**src/rtl/wb_buffer_if.sv**
```systemverilog
// Bus bundle for the writeback buffer: the producer/result side, the
// register bank write port and the decode-stage forwarding lookup.
interface wb_buffer_if #(
  parameter int DEPTH  = 4,
  parameter int AWIDTH = 5,
  parameter int DWIDTH = 32
);
  localparam int CWIDTH = $clog2(DEPTH) + 1;

  // result input handshake
  logic              in_valid;
  logic              in_ready;
  logic [AWIDTH-1:0] in_addr;
  logic [DWIDTH-1:0] in_data;

  // register bank write port
  logic              wr_grant;
  logic              reg_write;
  logic [AWIDTH-1:0] aw;
  logic [DWIDTH-1:0] din;

  // forwarding lookup
  logic [AWIDTH-1:0] ar1;
  logic [AWIDTH-1:0] ar2;
  logic              hit1;
  logic              hit2;
  logic [DWIDTH-1:0] fwd1;
  logic [DWIDTH-1:0] fwd2;

  // occupancy
  logic [CWIDTH-1:0] count;

  // upstream producer / decode stage / bank arbiter side
  modport master (
    output in_valid, in_addr, in_data, wr_grant, ar1, ar2,
    input  in_ready, reg_write, aw, din, hit1, hit2, fwd1, fwd2, count
  );

  // the buffer itself
  modport slave (
    input  in_valid, in_addr, in_data, wr_grant, ar1, ar2,
    output in_ready, reg_write, aw, din, hit1, hit2, fwd1, fwd2, count
  );
endinterface

```
**src/rtl/wb_buffer.sv**
```systemverilog
// Writeback buffer in front of the register bank write port.
// Completed results are queued as (dest, data) pairs in a DEPTH-entry FIFO
// and drained one per granted cycle through a registered write port.
// Results not yet written are visible to decode through a combinational
// forwarding lookup that returns the youngest matching value.
module wb_buffer #(
  parameter int DEPTH  = 4,
  parameter int AWIDTH = 5,
  parameter int DWIDTH = 32
) (
  input  logic          clk,
  input  logic          rst_n,
  wb_buffer_if.slave    bus
);
  localparam int PW = $clog2(DEPTH);
  localparam int CW = PW + 1;

  // FIFO storage and bookkeeping
  logic [AWIDTH-1:0] addr_mem_r [DEPTH];
  logic [DWIDTH-1:0] data_mem_r [DEPTH];
  logic [PW-1:0]     wr_ptr_r;
  logic [PW-1:0]     rd_ptr_r;
  logic [CW-1:0]     count_r;

  // registered bank write port
  logic              reg_write_r;
  logic [AWIDTH-1:0] aw_r;
  logic [DWIDTH-1:0] din_r;

  // handshake decode
  logic              full_s;
  logic              ready_s;
  logic              accept_s;
  logic              push_s;
  logic              pop_s;

  // forwarding results
  logic [DWIDTH:0]   look1_s;
  logic [DWIDTH:0]   look2_s;

  // Forwarding search, oldest to youngest so the last match wins:
  // the output register (being written this cycle) is older than every
  // queued entry, and queued entries age from the read pointer forward.
  // Register 0 is never forwarded.
  function automatic logic [DWIDTH:0] lookup(input logic [AWIDTH-1:0] ar);
    logic              hit;
    logic [DWIDTH-1:0] data;
    logic [PW-1:0]     idx;
    hit  = 1'b0;
    data = {DWIDTH{1'b0}};
    if (ar != {AWIDTH{1'b0}}) begin
      if (reg_write_r && (aw_r == ar)) begin
        hit  = 1'b1;
        data = din_r;
      end else begin
        hit  = 1'b0;
        data = {DWIDTH{1'b0}};
      end
      for (int i = 0; i < DEPTH; i++) begin
        idx = rd_ptr_r + PW'(i);
        if ((CW'(i) < count_r) && (addr_mem_r[idx] == ar)) begin
          hit  = 1'b1;
          data = data_mem_r[idx];
        end else begin
          hit  = hit;
          data = data;
        end
      end
    end else begin
      hit  = 1'b0;
      data = {DWIDTH{1'b0}};
    end
    return {hit, data};
  endfunction

  // Handshake decode from registered state only; ready is held low while
  // reset is asserted so nothing is accepted until release.
  always_comb begin
    full_s   = (count_r == CW'(DEPTH));
    ready_s  = rst_n & ~full_s;
    accept_s = bus.in_valid & ready_s;
    push_s   = accept_s & (bus.in_addr != {AWIDTH{1'b0}});
    pop_s    = (count_r != {CW{1'b0}}) & bus.wr_grant;
  end

  // Pointer and occupancy update; simultaneous push and pop keeps count.
  always_ff @(posedge clk or negedge rst_n) begin
    if (!rst_n) begin
      wr_ptr_r <= {PW{1'b0}};
      rd_ptr_r <= {PW{1'b0}};
      count_r  <= {CW{1'b0}};
    end else begin
      if (push_s) begin
        wr_ptr_r <= wr_ptr_r + PW'(1);
      end
      if (pop_s) begin
        rd_ptr_r <= rd_ptr_r + PW'(1);
      end
      if (push_s && !pop_s) begin
        count_r <= count_r + CW'(1);
      end else if (!push_s && pop_s) begin
        count_r <= count_r - CW'(1);
      end
    end
  end

  // Entry storage, written at the write pointer on an accepted push.
  always_ff @(posedge clk or negedge rst_n) begin
    if (!rst_n) begin
      for (int i = 0; i < DEPTH; i++) begin
        addr_mem_r[i] <= {AWIDTH{1'b0}};
        data_mem_r[i] <= {DWIDTH{1'b0}};
      end
    end else if (push_s) begin
      addr_mem_r[wr_ptr_r] <= bus.in_addr;
      data_mem_r[wr_ptr_r] <= bus.in_data;
    end
  end

  // Bank write port: one-cycle strobe per pop, address/data hold otherwise.
  always_ff @(posedge clk or negedge rst_n) begin
    if (!rst_n) begin
      reg_write_r <= 1'b0;
      aw_r        <= {AWIDTH{1'b0}};
      din_r       <= {DWIDTH{1'b0}};
    end else if (pop_s) begin
      reg_write_r <= 1'b1;
      aw_r        <= addr_mem_r[rd_ptr_r];
      din_r       <= data_mem_r[rd_ptr_r];
    end else begin
      reg_write_r <= 1'b0;
    end
  end

  // Forwarding lookups for both decode read ports.
  always_comb begin
    look1_s = lookup(bus.ar1);
    look2_s = lookup(bus.ar2);
  end

  assign bus.in_ready  = ready_s;
  assign bus.reg_write = reg_write_r;
  assign bus.aw        = aw_r;
  assign bus.din       = din_r;
  assign bus.count     = count_r;
  assign bus.hit1      = look1_s[DWIDTH];
  assign bus.fwd1      = look1_s[DWIDTH-1:0];
  assign bus.hit2      = look2_s[DWIDTH];
  assign bus.fwd2      = look2_s[DWIDTH-1:0];
endmodule

```
**src/flat_wrapper.sv**
```systemverilog
// flat-port wrapper written by rule: the top's interface ports become plain ports
module wb_buffer_flat 
#(
  parameter int DEPTH  = 4,
  parameter int AWIDTH = 5,
  parameter int DWIDTH = 32
)
  (clk, rst_n, bus_in_valid, bus_in_addr, bus_in_data, bus_wr_grant, bus_ar1, bus_ar2, bus_in_ready, bus_reg_write, bus_aw, bus_din, bus_hit1, bus_hit2, bus_fwd1, bus_fwd2, bus_count);
  wb_buffer_if #(.DEPTH(DEPTH), .AWIDTH(AWIDTH), .DWIDTH(DWIDTH)) bus_i ();
  input  logic clk;
  input  logic rst_n;
  input wire logic [$bits(bus_i.in_valid)-1:0] bus_in_valid;
  input wire logic [$bits(bus_i.in_addr)-1:0] bus_in_addr;
  input wire logic [$bits(bus_i.in_data)-1:0] bus_in_data;
  input wire logic [$bits(bus_i.wr_grant)-1:0] bus_wr_grant;
  input wire logic [$bits(bus_i.ar1)-1:0] bus_ar1;
  input wire logic [$bits(bus_i.ar2)-1:0] bus_ar2;
  output wire logic [$bits(bus_i.in_ready)-1:0] bus_in_ready;
  output wire logic [$bits(bus_i.reg_write)-1:0] bus_reg_write;
  output wire logic [$bits(bus_i.aw)-1:0] bus_aw;
  output wire logic [$bits(bus_i.din)-1:0] bus_din;
  output wire logic [$bits(bus_i.hit1)-1:0] bus_hit1;
  output wire logic [$bits(bus_i.hit2)-1:0] bus_hit2;
  output wire logic [$bits(bus_i.fwd1)-1:0] bus_fwd1;
  output wire logic [$bits(bus_i.fwd2)-1:0] bus_fwd2;
  output wire logic [$bits(bus_i.count)-1:0] bus_count;
  assign bus_i.in_valid = bus_in_valid;
  assign bus_i.in_addr = bus_in_addr;
  assign bus_i.in_data = bus_in_data;
  assign bus_i.wr_grant = bus_wr_grant;
  assign bus_i.ar1 = bus_ar1;
  assign bus_i.ar2 = bus_ar2;
  assign bus_in_ready = bus_i.in_ready;
  assign bus_reg_write = bus_i.reg_write;
  assign bus_aw = bus_i.aw;
  assign bus_din = bus_i.din;
  assign bus_hit1 = bus_i.hit1;
  assign bus_hit2 = bus_i.hit2;
  assign bus_fwd1 = bus_i.fwd1;
  assign bus_fwd2 = bus_i.fwd2;
  assign bus_count = bus_i.count;
  wb_buffer #(.DEPTH(DEPTH), .AWIDTH(AWIDTH), .DWIDTH(DWIDTH)) u_core (.clk(clk), .rst_n(rst_n), .bus(bus_i));
endmodule
```
**config.mk**
```make
export PLATFORM = sky130hd
export DESIGN_NAME = wb_buffer_flat
export DESIGN_NICKNAME = d
export VERILOG_FILES = /design/src/rtl/wb_buffer_if.sv /design/src/rtl/wb_buffer.sv /design/src/flat_wrapper.sv
export SDC_FILE = /design/constraint.sdc
export NUM_CORES = 1
export LEC_CHECK = 0
export ABC_AREA = 0
export BUFFER_PORTS_ARGS = -buffer_cell sky130_fd_sc_hd__buf_2
export CORE_MARGIN = 1
export CORE_UTILIZATION = 45
export DETAILED_ROUTE_END_ITERATION = 12
export GPL_TIMING_DRIVEN = 0
export HOLD_SLACK_MARGIN = 0.1
export PLACE_DENSITY = 0.72
export SLEW_MARGIN = 20
export SYNTH_ARGS = -nofsm -noshare
export SYNTH_HDL_FRONTEND = slang
export SYNTH_SLANG_ARGS = --single-unit
```
**constraint.sdc**
```tcl
create_clock -name clk -period 5.7 [get_ports clk]
set_input_delay 0.855 -clock clk [delete_from_list [all_inputs] [get_ports clk]]
set_output_delay 0.855 -clock clk [all_outputs]
set_load 0.02 [all_outputs]
```
==> run summary, run 1 <==
FINAL LAYOUT
------------------------------------------------------------------------------------
Post-route design area                                                     16000 um2
Finished Layout Cells                                                           1699
Layout area overhead                                                           13.5%
Share of the core filled with cells in the final layout                        52.1%
Filler Cells Inserted                                                           2719
Share of post-route cells with drive strength above 1                          43.5%
Net count reported at finish                                                    1349

STATUS
------------------------------------------------------------------------------------
Outcome                                                                    completed

DIE
------------------------------------------------------------------------------------
Starting Density                                                               45.9%
Die width                                                                     179 um
Die Ht                                                                        179 um
I/O Pins                                                                         159
Full die area                                                              32000 um2
Core Region                                                                30700 um2
Number of placement rows                                                          64

TIMING
------------------------------------------------------------------------------------
Hold Worst Slack                                                            0.280 ns
Crit path time final                                                         5.14 ns
Final-report max-slew violation count                                              0
Final setup fails                                                                  0
Period utilisation layout                                                      90.2%
Worst slew margin relative to its limit                                        31.4%
Worst setup skew after layout                                             0.00944 ns
Measured slew at the worst slew-check pin                                    1.03 ns
Sum of negative setup slack                                                     0 ns
Hold Fails Final Rpt                                                               0
Peak clock frequency supported by timing                                     195 MHz
Min setup slack post-route                                                  0.560 ns
RSZ-0062 raised after global routing                                              no

GRT
------------------------------------------------------------------------------------
Initial antenna violation count                                                    2
Remaining Overflow, GRT                                                            0
Largest net degree at the start of global routing                                 87
Vias in the first global route                                                 11600
Aggregate global-route resource usage                                          29.6%
First-pass GRT wire length                                                  69900 um

DETAILED ROUTING
------------------------------------------------------------------------------------
DR iter-0 viols                                                                 1542
Count of nets left with antenna violations after detail routing                    0
Top sig layer                                                                   met5
Vias after detailed routing                                                    11800
Total length of routed wires                                                46900 um
Routed length per instance                                                   27.6 um
Routed metal-1 wire length                                                  18400 um
Via density                                                                     6.97
Met2 wire length                                                            21500 um
Count of unresolved DRC violations after routing                                   0
First-pass detailed-route iteration total                                          6
Wire length on met3                                                          4900 um

PLACEMENT
------------------------------------------------------------------------------------
Placed cells                                                                    1666
Weighted congestion at the end of routability-driven global placement          0.966
Placed instance area                                                       15400 um2
Final HPWL from detailed placement                                          32800 um
Input/output buffers                                                             148
Post-Place Worst Slack                                                       1.29 ns

POWER
------------------------------------------------------------------------------------
Switching Power                                                              5.26 mW
Portion of total power attributed to the clock network                         11.2%
Power density over the cells                                              703 nW/um2
Logic gate share of total power                                                63.2%
Total internal power                                                         5.96 mW
Worst IR drop on VDD                                                      0.000346 V
Total chip power                                                             11.2 mW
Proportion of total power due to net switching                                 46.9%
Static Leak                                                                  6.66 nW
Reg power frac                                                                 25.6%

LOGIC SYNTHESIS
------------------------------------------------------------------------------------
Share of the synthesized area in the top cell type                             34.3%
Top FF cell, synth                                                      sky130_fd_sc_hd__dfrtp_1
Average size of a mapped cell                                               12.6 um2
Most area-hungry cell type in the Yosys netlist                         sky130_fd_sc_hd__dfrtp_1
#FFs+latches synth                                                               193
Post-synthesis async set-or-reset flop share                                    100%
Proportion of synthesized chip area in sequential cells                        34.3%
Post-synth EDFFs                                                                   0
Largest cells by area after synthesis                                   sky130_fd_sc_hd__dfrtp_1 (34%), sky130_fd_sc_hd__mux4_2 (15%), sky130_fd_sc_hd__mux2_2 (15%)
Cells after Synth                                                               1120
Netlist area before placement                                              14100 um2
Synthesized net count                                                           1180
Warning count from the yosys run                                                   0
Most frequent cell after synthesis                                      sky130_fd_sc_hd__dfrtp_1
Cell variety after synth                                                          47
Leading cell types by count after synthesis                             sky130_fd_sc_hd__dfrtp_1 (193), sky130_fd_sc_hd__mux2_2 (186), sky130_fd_sc_hd__mux2i_1 (104)

WORST SETUP PATH
------------------------------------------------------------------------------------
Largest fanout of any net on the critical path                                    10
Worst endpoint required time                                                 4.85 ns
Critical Path AT                                                             4.28 ns
Endpoint type of the worst setup path                                   primary output
Worst-case reg-to-reg path depth                                                   8
Worst setup startpoint                                                  u_core.rd_ptr_r[1]
Startpoint of the worst register-to-register path                       u_core.bus.count[0]
Critical path start-end classification                                    reg -> out
Type of origin of the critical path                                         register

CLOCK TREE
------------------------------------------------------------------------------------
Number of H-tree levels                                                            4
Maximum number of buffers from clock root to sink                                  2
Clock-pin transition on the worst setup and hold timing paths                0.07 ns
Post-CTS Setup Inserts                                                             0
CTS resizes                                                                        0
Library cell used as clock root buffer                                  sky130_fd_sc_hd__clkbuf_16
Clock sinks                                                                      193
# hold bufs at CTS                                                                 0
CTS tree                                                                         yes
Clock latency at the later pin of the worst-skew pair                        0.45 ns
Number of clock buffers inserted by TritonCTS                                     17

HOLD PATH
------------------------------------------------------------------------------------
Type of the worst min-delay path                                         in -> async

FLOW RUN
------------------------------------------------------------------------------------
Number of maximum-capacitance constraint violations                                0

-- cell type report --
| class | instances | area (um2) | share of cell area (%) |
|---|---|---|---|
| Multi-Input combinational cell | 805 | 8630 | 54.1 |
| Sequential cell | 193 | 4830 | 30.2 |
| Tap cell | 396 | 495 | 3.10 |
| Antenna cell | 1 | 2.50 | 0.0157 |
| Clock inverter | 11 | 126 | 0.791 |
| Clock buffer | 21 | 470 | 2.95 |
| Timing Repair Buffer | 150 | 806 | 5.05 |
| Buffer | 116 | 581 | 3.64 |
| Inverter | 6 | 22.5 | 0.141 |
-- kinds of logic after synthesis --
kind of cell / after synthesis / share of synthesized area, %
multiplexers: 390 / 38.4
AO/OA/AOI/OAI: 209 / 13.6
adder cells (fa/ha/maj): 9 / 0.801
flip-flops: 193 / 34.3
buffers and inverters: 122 / 4.29
AND/OR/NAND/NOR: 140 / 4.98
XOR/XNOR: 57 / 3.55
-- final timing paths --
check | to | slack (ns)
max in group asynchronous | u_core.addr_mem_r[9] | 4.64
hold / removal | u_core.data_mem_r[87] | 0.28
min in group clk | u_core.data_mem_r[9] | 0.53
setup / recovery | bus_fwd1[5] | 0.56
hold reg to reg | u_core.data_mem_r[9] | 0.53
setup reg to reg | u_core.data_mem_r[77] | 2.26
-- worst max-delay path, cell delays in order (launching register included) --
cell and delay (ns):
sky130_fd_sc_hd__dfrtp_1 0.37, sky130_fd_sc_hd__buf_4 0.23, sky130_fd_sc_hd__buf_6 0.18, sky130_fd_sc_hd__buf_2 0.29, sky130_fd_sc_hd__mux4_2 0.37, sky130_fd_sc_hd__xnor2_1 0.19
sky130_fd_sc_hd__nand2_1 0.10, sky130_fd_sc_hd__nor3_1 0.81, sky130_fd_sc_hd__clkbuf_1 0.59, sky130_fd_sc_hd__a32oi_1 0.23, sky130_fd_sc_hd__o31ai_1 0.21, sky130_fd_sc_hd__buf_2 0.27
-- power by group through the flow --
stage | Clock (mW) | Sequential, mW | Combinational, mW
CTS | 1.26 | 2.84 | 6.97
floorplan | 0 | 2.77 | 5.06
detailed placement | 0 | 2.86 | 6.94
finish | 1.26 | 2.87 | 7.10
global placement | 0 | 2.79 | 6.80
global route | 1.31 | 2.96 | 7.44
-- registers in the layout, summed over array words and instances (netlist names) --
name	cells
u_core.addr_mem_r	20
u_core.bus.aw	5
u_core.bus.count	3
u_core.bus.din	32
u_core.bus.reg_write	1
u_core.data_mem_r	128
u_core.rd_ptr_r	2
u_core.wr_ptr_r	2
-- per-layer routing --
layer | track usage, % | vias to the layer above
li1 | - | 4832
met1 | 40.0 | 5968
met2 | 44.7 | 882
met3 | 6.79 | 164
met4 | 14.9 | 2
met5 | 0 | -
-- cells in the final DEF, fill, tap and decap left out, types with 3 or more instances in the layout --
| cell | count |
|---|---|
| sky130_fd_sc_hd__a221oi_1 | 34 |
| sky130_fd_sc_hd__mux4_2 | 95 |
| sky130_fd_sc_hd__clkinv_2 | 3 |
| sky130_fd_sc_hd__nor2_1 | 51 |
| sky130_fd_sc_hd__buf_6 | 6 |
| sky130_fd_sc_hd__inv_1 | 6 |
| sky130_fd_sc_hd__a21oi_1 | 3 |
| sky130_fd_sc_hd__a221oi_2 | 29 |
| sky130_fd_sc_hd__nor3_1 | 29 |
| sky130_fd_sc_hd__nand3_1 | 4 |
| sky130_fd_sc_hd__xnor2_1 | 38 |
| sky130_fd_sc_hd__dfrtp_1 | 193 |
| sky130_fd_sc_hd__o31ai_1 | 64 |
| sky130_fd_sc_hd__buf_4 | 12 |
| sky130_fd_sc_hd__buf_2 | 175 |
| sky130_fd_sc_hd__clkbuf_8 | 3 |
| sky130_fd_sc_hd__buf_1 | 4 |
| sky130_fd_sc_hd__or3_1 | 4 |
| sky130_fd_sc_hd__nand4_1 | 4 |
| sky130_fd_sc_hd__mux4_1 | 5 |
| sky130_fd_sc_hd__nor4_1 | 3 |
| sky130_fd_sc_hd__mux2i_1 | 104 |
| sky130_fd_sc_hd__mux2_2 | 186 |
| sky130_fd_sc_hd__or2_2 | 21 |
| sky130_fd_sc_hd__ha_1 | 9 |
| sky130_fd_sc_hd__xor2_1 | 19 |
| sky130_fd_sc_hd__a32oi_1 | 63 |
| sky130_fd_sc_hd__inv_6 | 4 |
| sky130_fd_sc_hd__nand2_1 | 16 |
| sky130_fd_sc_hd__clkbuf_1 | 65 |
| sky130_fd_sc_hd__clkbuf_16 | 17 |
Power figures use the tool's default switching activity.
==> run 2: changes to the inputs <==
--- a/config.mk
+++ b/config.mk
@@ -12,7 +12,8 @@
 export DETAILED_ROUTE_END_ITERATION = 12
 export GPL_TIMING_DRIVEN = 0
 export HOLD_SLACK_MARGIN = 0.1
-export PLACE_DENSITY = 0.72
+export MAX_ROUTING_LAYER = met4
+export PLACE_DENSITY = 0.66
 export SLEW_MARGIN = 20
 export SYNTH_ARGS = -nofsm -noshare
 export SYNTH_HDL_FRONTEND = slang
==> run summary, run 2 (synthesis gave the netlist of run 1 again) <==
STATUS
------------------------------------------------------------------------------------
Outcome                                                                    completed

FINAL LAYOUT
------------------------------------------------------------------------------------
Leading cell type in the layout, fill and taps excluded                 sky130_fd_sc_hd__dfrtp_1
Share of post-route cells with drive strength above 1                          43.6%   +0.077 points
Finished Layout Cells                                                           1699   unchanged
Net count reported at finish                                                    1349   unchanged
Max reg flops                                                                    128   unchanged
Highest-count cells in the layout ignoring fill and taps                sky130_fd_sc_hd__dfrtp_1 (193), sky130_fd_sc_hd__mux2_2 (186), sky130_fd_sc_hd__buf_2 (175)
Reg with most FFs                                                       u_core.data_mem_r
Filler Cells Inserted                                                           2708   -0.40%
Layout area overhead                                                           13.3%

WORST SETUP PATH
------------------------------------------------------------------------------------
Type of origin of the critical path                                         register
Worst endpoint required time                                                 4.85 ns   about the same
Startpoint of the worst register-to-register path                       u_core.bus.count[0]
Critical path start-end classification                                    reg -> out
R2R setup slack                                                              2.20 ns   -0.06 ns
Critical Path AT                                                             4.26 ns   -0.02 ns
Worst-case reg-to-reg path depth                                                   8   unchanged
Endpoint type of the worst setup path                                   primary output
Largest fanout of any net on the critical path                                    10   unchanged
Worst flop-to-flop path endpoint                                        u_core.data_mem_r[76]

GRT
------------------------------------------------------------------------------------
Largest net degree at the start of global routing                                 88   +1.1%
Remaining Overflow, GRT                                                            0   unchanged
Initial antenna violation count                                                    1   -1
Vias in the first global route                                                 11300   -2.4%
Aggregate global-route resource usage                                          30.9%   +1.2 points
First-pass GRT wire length                                                  70400 um   +0.82%

CLOCK TREE
------------------------------------------------------------------------------------
Library cell used as clock root buffer                                  sky130_fd_sc_hd__clkbuf_16
# hold bufs at CTS                                                                 0   unchanged
CTS resizes                                                                        0   unchanged
CTS tree                                                                         yes
Clock sinks                                                                      193   unchanged
Post-CTS Setup Inserts                                                             0   unchanged
Number of clock buffers inserted by TritonCTS                                     17   unchanged
Number of H-tree levels                                                            4   unchanged
Clock latency at the later pin of the worst-skew pair                        0.45 ns   about the same
Clock-pin transition on the worst setup and hold timing paths                0.08 ns   about the same
Maximum number of buffers from clock root to sink                                  2   unchanged

POWER
------------------------------------------------------------------------------------
Worst IR drop on VDD                                                      0.000298 V   -14%
Static Leak                                                                  6.64 nW   -0.26%
Power density over the cells                                              700 nW/um2   -0.49%

DETAILED ROUTING
------------------------------------------------------------------------------------
DR iter-0 viols                                                                 1318   -15%
Routed length per instance                                                   27.8 um   +0.73%
Vias after detailed routing                                                    11600   -1.8%
Count of nets left with antenna violations after detail routing                    0   unchanged
Total length of routed wires                                                47300 um   +0.73%
First-pass detailed-route iteration total                                          5   -1
Via density                                                                     6.85   -1.8%
Count of unresolved DRC violations after routing                                   0   unchanged

PLACEMENT
------------------------------------------------------------------------------------
Placed cells                                                                    1666   unchanged
Input/output buffers                                                             148   unchanged
Final HPWL from detailed placement                                          32900 um   +0.17%
Weighted congestion at the end of routability-driven global placement          0.949   -1.8%

HOLD PATH
------------------------------------------------------------------------------------
Type of the worst min-delay path                                         in -> async

DIE
------------------------------------------------------------------------------------
I/O Pins                                                                         159   unchanged
Die width                                                                     179 um   unchanged
Core Region                                                                30700 um2   unchanged
Full die area                                                              32000 um2   unchanged
Die Ht                                                                        179 um   unchanged
Number of placement rows                                                          64   unchanged
Starting Density                                                               45.9%   unchanged

TIMING
------------------------------------------------------------------------------------
RSZ-0062 raised after global routing                                              no
Worst slew margin relative to its limit                                        32.2%   +0.76 points
Worst setup skew after layout                                              0.0146 ns   +0.00514 ns
Hold Fails Final Rpt                                                               0   unchanged
Peak clock frequency supported by timing                                     196 MHz   +0.54%
Final setup fails                                                                  0   unchanged
Crit path time final                                                         5.11 ns   -0.0274 ns
Hold Worst Slack                                                            0.282 ns   +0.00195 ns
Period utilisation layout                                                      89.7%   -0.48 points
Final-report max-slew violation count                                              0   unchanged
Measured slew at the worst slew-check pin                                    1.02 ns   -0.0114 ns

FLOW RUN
------------------------------------------------------------------------------------
Number of maximum-capacitance constraint violations                                0   unchanged

## run 2: cell count changes in the layout (fill, tap and decap cells not counted), sizes merged
cell	delta
buf	-2
inv	+2
bufinv	-1
clkinvlp	+1
## run 2: worst max-delay path by stage
stage	to	startpoint	slack, ns
floorplan	bus_fwd2[21]	bus_ar2[0]	1.78
global placement	u_core.data_mem_r[82]	rst_n	-1.19
detailed placement	bus_fwd1[15]	bus_ar1[3]	1.21
CTS	bus_fwd1[4]	u_core.rd_ptr_r[1]	0.74
global route	bus_fwd1[24]	u_core.rd_ptr_r[1]	0.49
finish	bus_fwd1[31]	u_core.rd_ptr_r[1]	0.59
## run 2: metrics by stage
stage / power (mW) / setup slack [ns] / cell area [um2] / util, % / setup TNS [ns]
final: 11.2 / 0.588 / 15900 / 52.0 / 0
after global routing: 11.7 / 0.494 / 15900 / 52.0 / 0
after CTS: 11.0 / 0.740 / 15900 / 51.9 / 0
after detailed placement: 9.82 / 1.21 / 15400 / 50.1 / 0
after global placement: 9.64 / -1.19 / 15300 / 49.9 / -140.73
after floorplan: 7.83 / 1.78 / 14100 / - / 0
## run 2: layout make-up
cell class	count	area (um2)	share of cell area, %
Antenna cell	1	2.50	0.0157
Buffer	116	583	3.66
Clock buffer	19	433	2.72
Clock inverter	13	128	0.801
Inverter	6	22.5	0.141
Multi-Input combinational cell	805	8630	54.2
Sequential cell	193	4830	30.3
Tap cell	396	495	3.11
Timing Repair Buffer	150	806	5.06
## run 2: where the power goes
part	leakage (nW)	internal [mW]	switching, mW
Sequential	2.34	2.06	0.807
Combinational	4.04	3.21	3.87
Clock	0.271	0.613	0.580
Total	6.64	5.89	5.26
## run 2: metal layers
metal  vias to the layer above  routed length, um  part of all wire [%]  global-route usage [%]
li1                       4849                  -                     -                       -
met1                      5918              19500                    41                    41.3
met2                       726              21600                    46                    45.4
met3                       140               4370                   9.2                    6.49
met4                         0               1850                   3.9                    13.3
met5                         -                  0                     0                       -
## run 2: critical path: stages, from the launching register on
cell and delay (ns):
sky130_fd_sc_hd__dfrtp_1 0.37, sky130_fd_sc_hd__buf_4 0.22, sky130_fd_sc_hd__buf_6 0.19, sky130_fd_sc_hd__buf_2 0.31, sky130_fd_sc_hd__mux4_2 0.38, sky130_fd_sc_hd__xnor2_1 0.18
sky130_fd_sc_hd__nand2_1 0.10, sky130_fd_sc_hd__nor3_1 0.79, sky130_fd_sc_hd__clkbuf_1 0.58, sky130_fd_sc_hd__a32oi_1 0.23, sky130_fd_sc_hd__o31ai_1 0.18, sky130_fd_sc_hd__buf_2 0.25
==> run 3: changes to the inputs <==
--- a/config.mk
+++ b/config.mk
@@ -6,15 +6,15 @@
 export NUM_CORES = 1
 export LEC_CHECK = 0
 export ABC_AREA = 0
-export BUFFER_PORTS_ARGS = -buffer_cell sky130_fd_sc_hd__buf_2
 export CORE_MARGIN = 1
 export CORE_UTILIZATION = 45
 export DETAILED_ROUTE_END_ITERATION = 12
+export DONT_BUFFER_PORTS = 1
 export GPL_TIMING_DRIVEN = 0
 export HOLD_SLACK_MARGIN = 0.1
 export MAX_ROUTING_LAYER = met4
-export PLACE_DENSITY = 0.66
-export SLEW_MARGIN = 20
+export PLACE_DENSITY = 0.62
+export SLEW_MARGIN = 0
 export SYNTH_ARGS = -nofsm -noshare
 export SYNTH_HDL_FRONTEND = slang
 export SYNTH_SLANG_ARGS = --single-unit
==> run summary, run 3 (synthesis gave the netlist of run 1 again) <==
TIMING
------------------------------------------------------------------------------------
Final setup fails                                                                  0   unchanged
Peak clock frequency supported by timing                                     188 MHz   -3.9%
RSZ-0062 raised after global routing                                              no
Worst slew margin relative to its limit                                        25.3%   -6.9 points
Measured slew at the worst slew-check pin                                    1.11 ns   +0.0934 ns
Sum of negative setup slack                                                     0 ns   unchanged
Final-report max-slew violation count                                              0   unchanged
Period utilisation layout                                                      93.4%   +3.7 points
Crit path time final                                                         5.32 ns   +0.210 ns
Hold Fails Final Rpt                                                               0   unchanged
Worst setup skew after layout                                              0.0171 ns   +0.00256 ns

WORST SETUP PATH
------------------------------------------------------------------------------------
Endpoint type of the worst setup path                                   primary output
Worst endpoint required time                                                 4.85 ns   about the same
Critical path start-end classification                                    reg -> out
Largest fanout of any net on the critical path                                    10   unchanged
Critical Path AT                                                             4.47 ns   +0.21 ns
Type of origin of the critical path                                         register

GRT
------------------------------------------------------------------------------------
Vias in the first global route                                                 11000   -2.7%
Remaining Overflow, GRT                                                            0   unchanged
First-pass GRT wire length                                                  71200 um   +1.2%
Largest net degree at the start of global routing                                 66   -25%
Aggregate global-route resource usage                                          31.7%   +0.76 points
Initial antenna violation count                                                    0   -1

POWER
------------------------------------------------------------------------------------
Portion of total power attributed to the clock network                         11.4%   +0.7 points
Worst IR drop on VDD                                                      0.000319 V   +7.0%
Total internal power                                                         5.68 mW   -3.5%
Power density over the cells                                              711 nW/um2   +1.6%
Logic gate share of total power                                                60.3%   -3.3 points
Total chip power                                                             10.8 mW   -2.8%
Proportion of total power due to net switching                                 47.6%   +0.39 points
Switching Power                                                              5.16 mW   -2.0%
Reg power frac                                                                 28.3%   +2.6 points
Static Leak                                                                  5.97 nW   -10%

FINAL LAYOUT
------------------------------------------------------------------------------------
Leading cell type in the layout, fill and taps excluded                 sky130_fd_sc_hd__dfrtp_1
Reg with most FFs                                                       u_core.data_mem_r
Layout area overhead                                                           8.37%
Max reg flops                                                                    128   unchanged
Area of the multi-input gates                                               8630 um2   unchanged
Highest-count cells in the layout ignoring fill and taps                sky130_fd_sc_hd__dfrtp_1 (193), sky130_fd_sc_hd__mux2_2 (186), sky130_fd_sc_hd__mux2i_1 (104)
Share of post-route cells with drive strength above 1                          36.2%   -7.4 points
Antenna cells                                                                      0   -1
Net count reported at finish                                                    1203   -11%
Sequential cell area                                                        4830 um2   unchanged
Filler Cells Inserted                                                           2764   +2.1%

PLACEMENT
------------------------------------------------------------------------------------
Final HPWL from detailed placement                                          32600 um   -0.78%
Weighted congestion at the end of routability-driven global placement          0.963   +1.5%
Input/output buffers                                                               0   -100%

CLOCK TREE
------------------------------------------------------------------------------------
CTS tree                                                                         yes
Post-CTS Setup Inserts                                                             0   unchanged
Maximum number of buffers from clock root to sink                                  2   unchanged
Number of H-tree levels                                                            4   unchanged
Clock sinks                                                                      193   unchanged
Number of clock buffers inserted by TritonCTS                                     17   unchanged
# hold bufs at CTS                                                                 4   +4
Clock latency at the later pin of the worst-skew pair                        0.46 ns   about the same
CTS resizes                                                                        0   unchanged
Clock-pin transition on the worst setup and hold timing paths                0.07 ns   about the same
Library cell used as clock root buffer                                  sky130_fd_sc_hd__clkbuf_16

FLOW RUN
------------------------------------------------------------------------------------
Number of maximum-capacitance constraint violations                                0   unchanged

DETAILED ROUTING
------------------------------------------------------------------------------------
Vias after detailed routing                                                    11000   -5.7%
Via density                                                                     7.08   +3.4%
First-pass detailed-route iteration total                                          5   unchanged
Count of unresolved DRC violations after routing                                   0   unchanged
Total length of routed wires                                                48100 um   +1.8%
Routed length per instance                                                   31.0 um   +12%
Count of nets left with antenna violations after detail routing                    0   unchanged
DR iter-0 viols                                                                 1356   +2.9%

STATUS
------------------------------------------------------------------------------------
Outcome                                                                    completed

DIE
------------------------------------------------------------------------------------
I/O Pins                                                                         159   unchanged
Full die area                                                              32000 um2   unchanged
Die width                                                                     179 um   unchanged
Core Region                                                                30700 um2   unchanged
Starting Density                                                               45.9%   unchanged
Die Ht                                                                        179 um   unchanged
Number of placement rows                                                          64   unchanged

HOLD PATH
------------------------------------------------------------------------------------
Type of the worst min-delay path                                         in -> async

run 3: cell types whose count changed in the layout (fill, tap and decap cells not counted), sizes merged:
cell      delta
bufinv       +1
diode        -1
clkinvlp     -2
clkbuf       +1
clkinv       +1
buf        -144
inv          -5
run 3: final timing paths:
path	startpoint	to	slack, ns	cells past startpoint
setup / recovery	u_core.bus.count[1]	bus_fwd1[24]	0.38	8
hold / removal	rst_n	u_core.bus.din[22]	0.23	1
setup reg to reg	u_core.bus.count[0]	u_core.data_mem_r[77]	1.72	8
hold reg to reg	u_core.data_mem_r[122]	u_core.data_mem_r[122]	0.53	1
max in group asynchronous	rst_n	u_core.data_mem_r[9]	5.13	1
min in group clk	bus_in_addr[3]	u_core.addr_mem_r[8]	0.53	1
run 3: metrics by stage:
stage          cells  cell area [um2]  setup WS [ns]  hold slack [ns]  utilization (%)
3_5_place_dp    1516            14600           1.10            0.519             47.5
6_report        1550            15200          0.378            0.227             49.7
3_3_place_gp    1516            14600           1.09            0.512             47.5
5_1_grt         1550            15200          0.334            0.227             49.7
4_1_cts         1550            15200          0.586            0.225             49.7
2_1_floorplan   1120            14100           1.78            0.501                -
run 3: worst max-delay path, stage by stage (launching register included):
cell and delay (ns):
sky130_fd_sc_hd__dfrtp_1 0.50, sky130_fd_sc_hd__inv_1 0.18, sky130_fd_sc_hd__ha_1 0.17, sky130_fd_sc_hd__a21oi_1 0.06, sky130_fd_sc_hd__nor2_1 0.67, sky130_fd_sc_hd__clkbuf_1 0.67, sky130_fd_sc_hd__clkbuf_1 0.68, sky130_fd_sc_hd__nor3_1 0.14
sky130_fd_sc_hd__o31ai_1 0.95
run 3: cell type report:
class	count	area share (%)
multi-input cells	805	56.6
flip-flops and latches	193	31.7
plain buffers	116	3.81
well taps	396	3.25
clock buffers	22	3.11
clock inverters	8	0.689
repair buffers	4	0.673
inverters	6	0.148
run 3: layer usage:
layer / part of all wire (%) / GRT usage (%)
met3: 12 / 11.4
met4: 3.0 / 11.2
met5: 0 / -
met2: 46 / 46.3
met1: 40 / 40.3
run 3: power groups by stage:
| stage | logic [mW] | registers, mW | clock network, mW |
|---|---|---|---|
| 2_1_floorplan | 5.06 | 2.77 | 0 |
| 3_3_place_gp | 6.27 | 3.02 | 0 |
| 3_5_place_dp | 6.37 | 3.07 | 0 |
| 4_1_cts | 6.43 | 3.04 | 1.25 |
| 5_1_grt | 6.89 | 3.18 | 1.30 |
| 6_report | 6.53 | 3.07 | 1.24 |
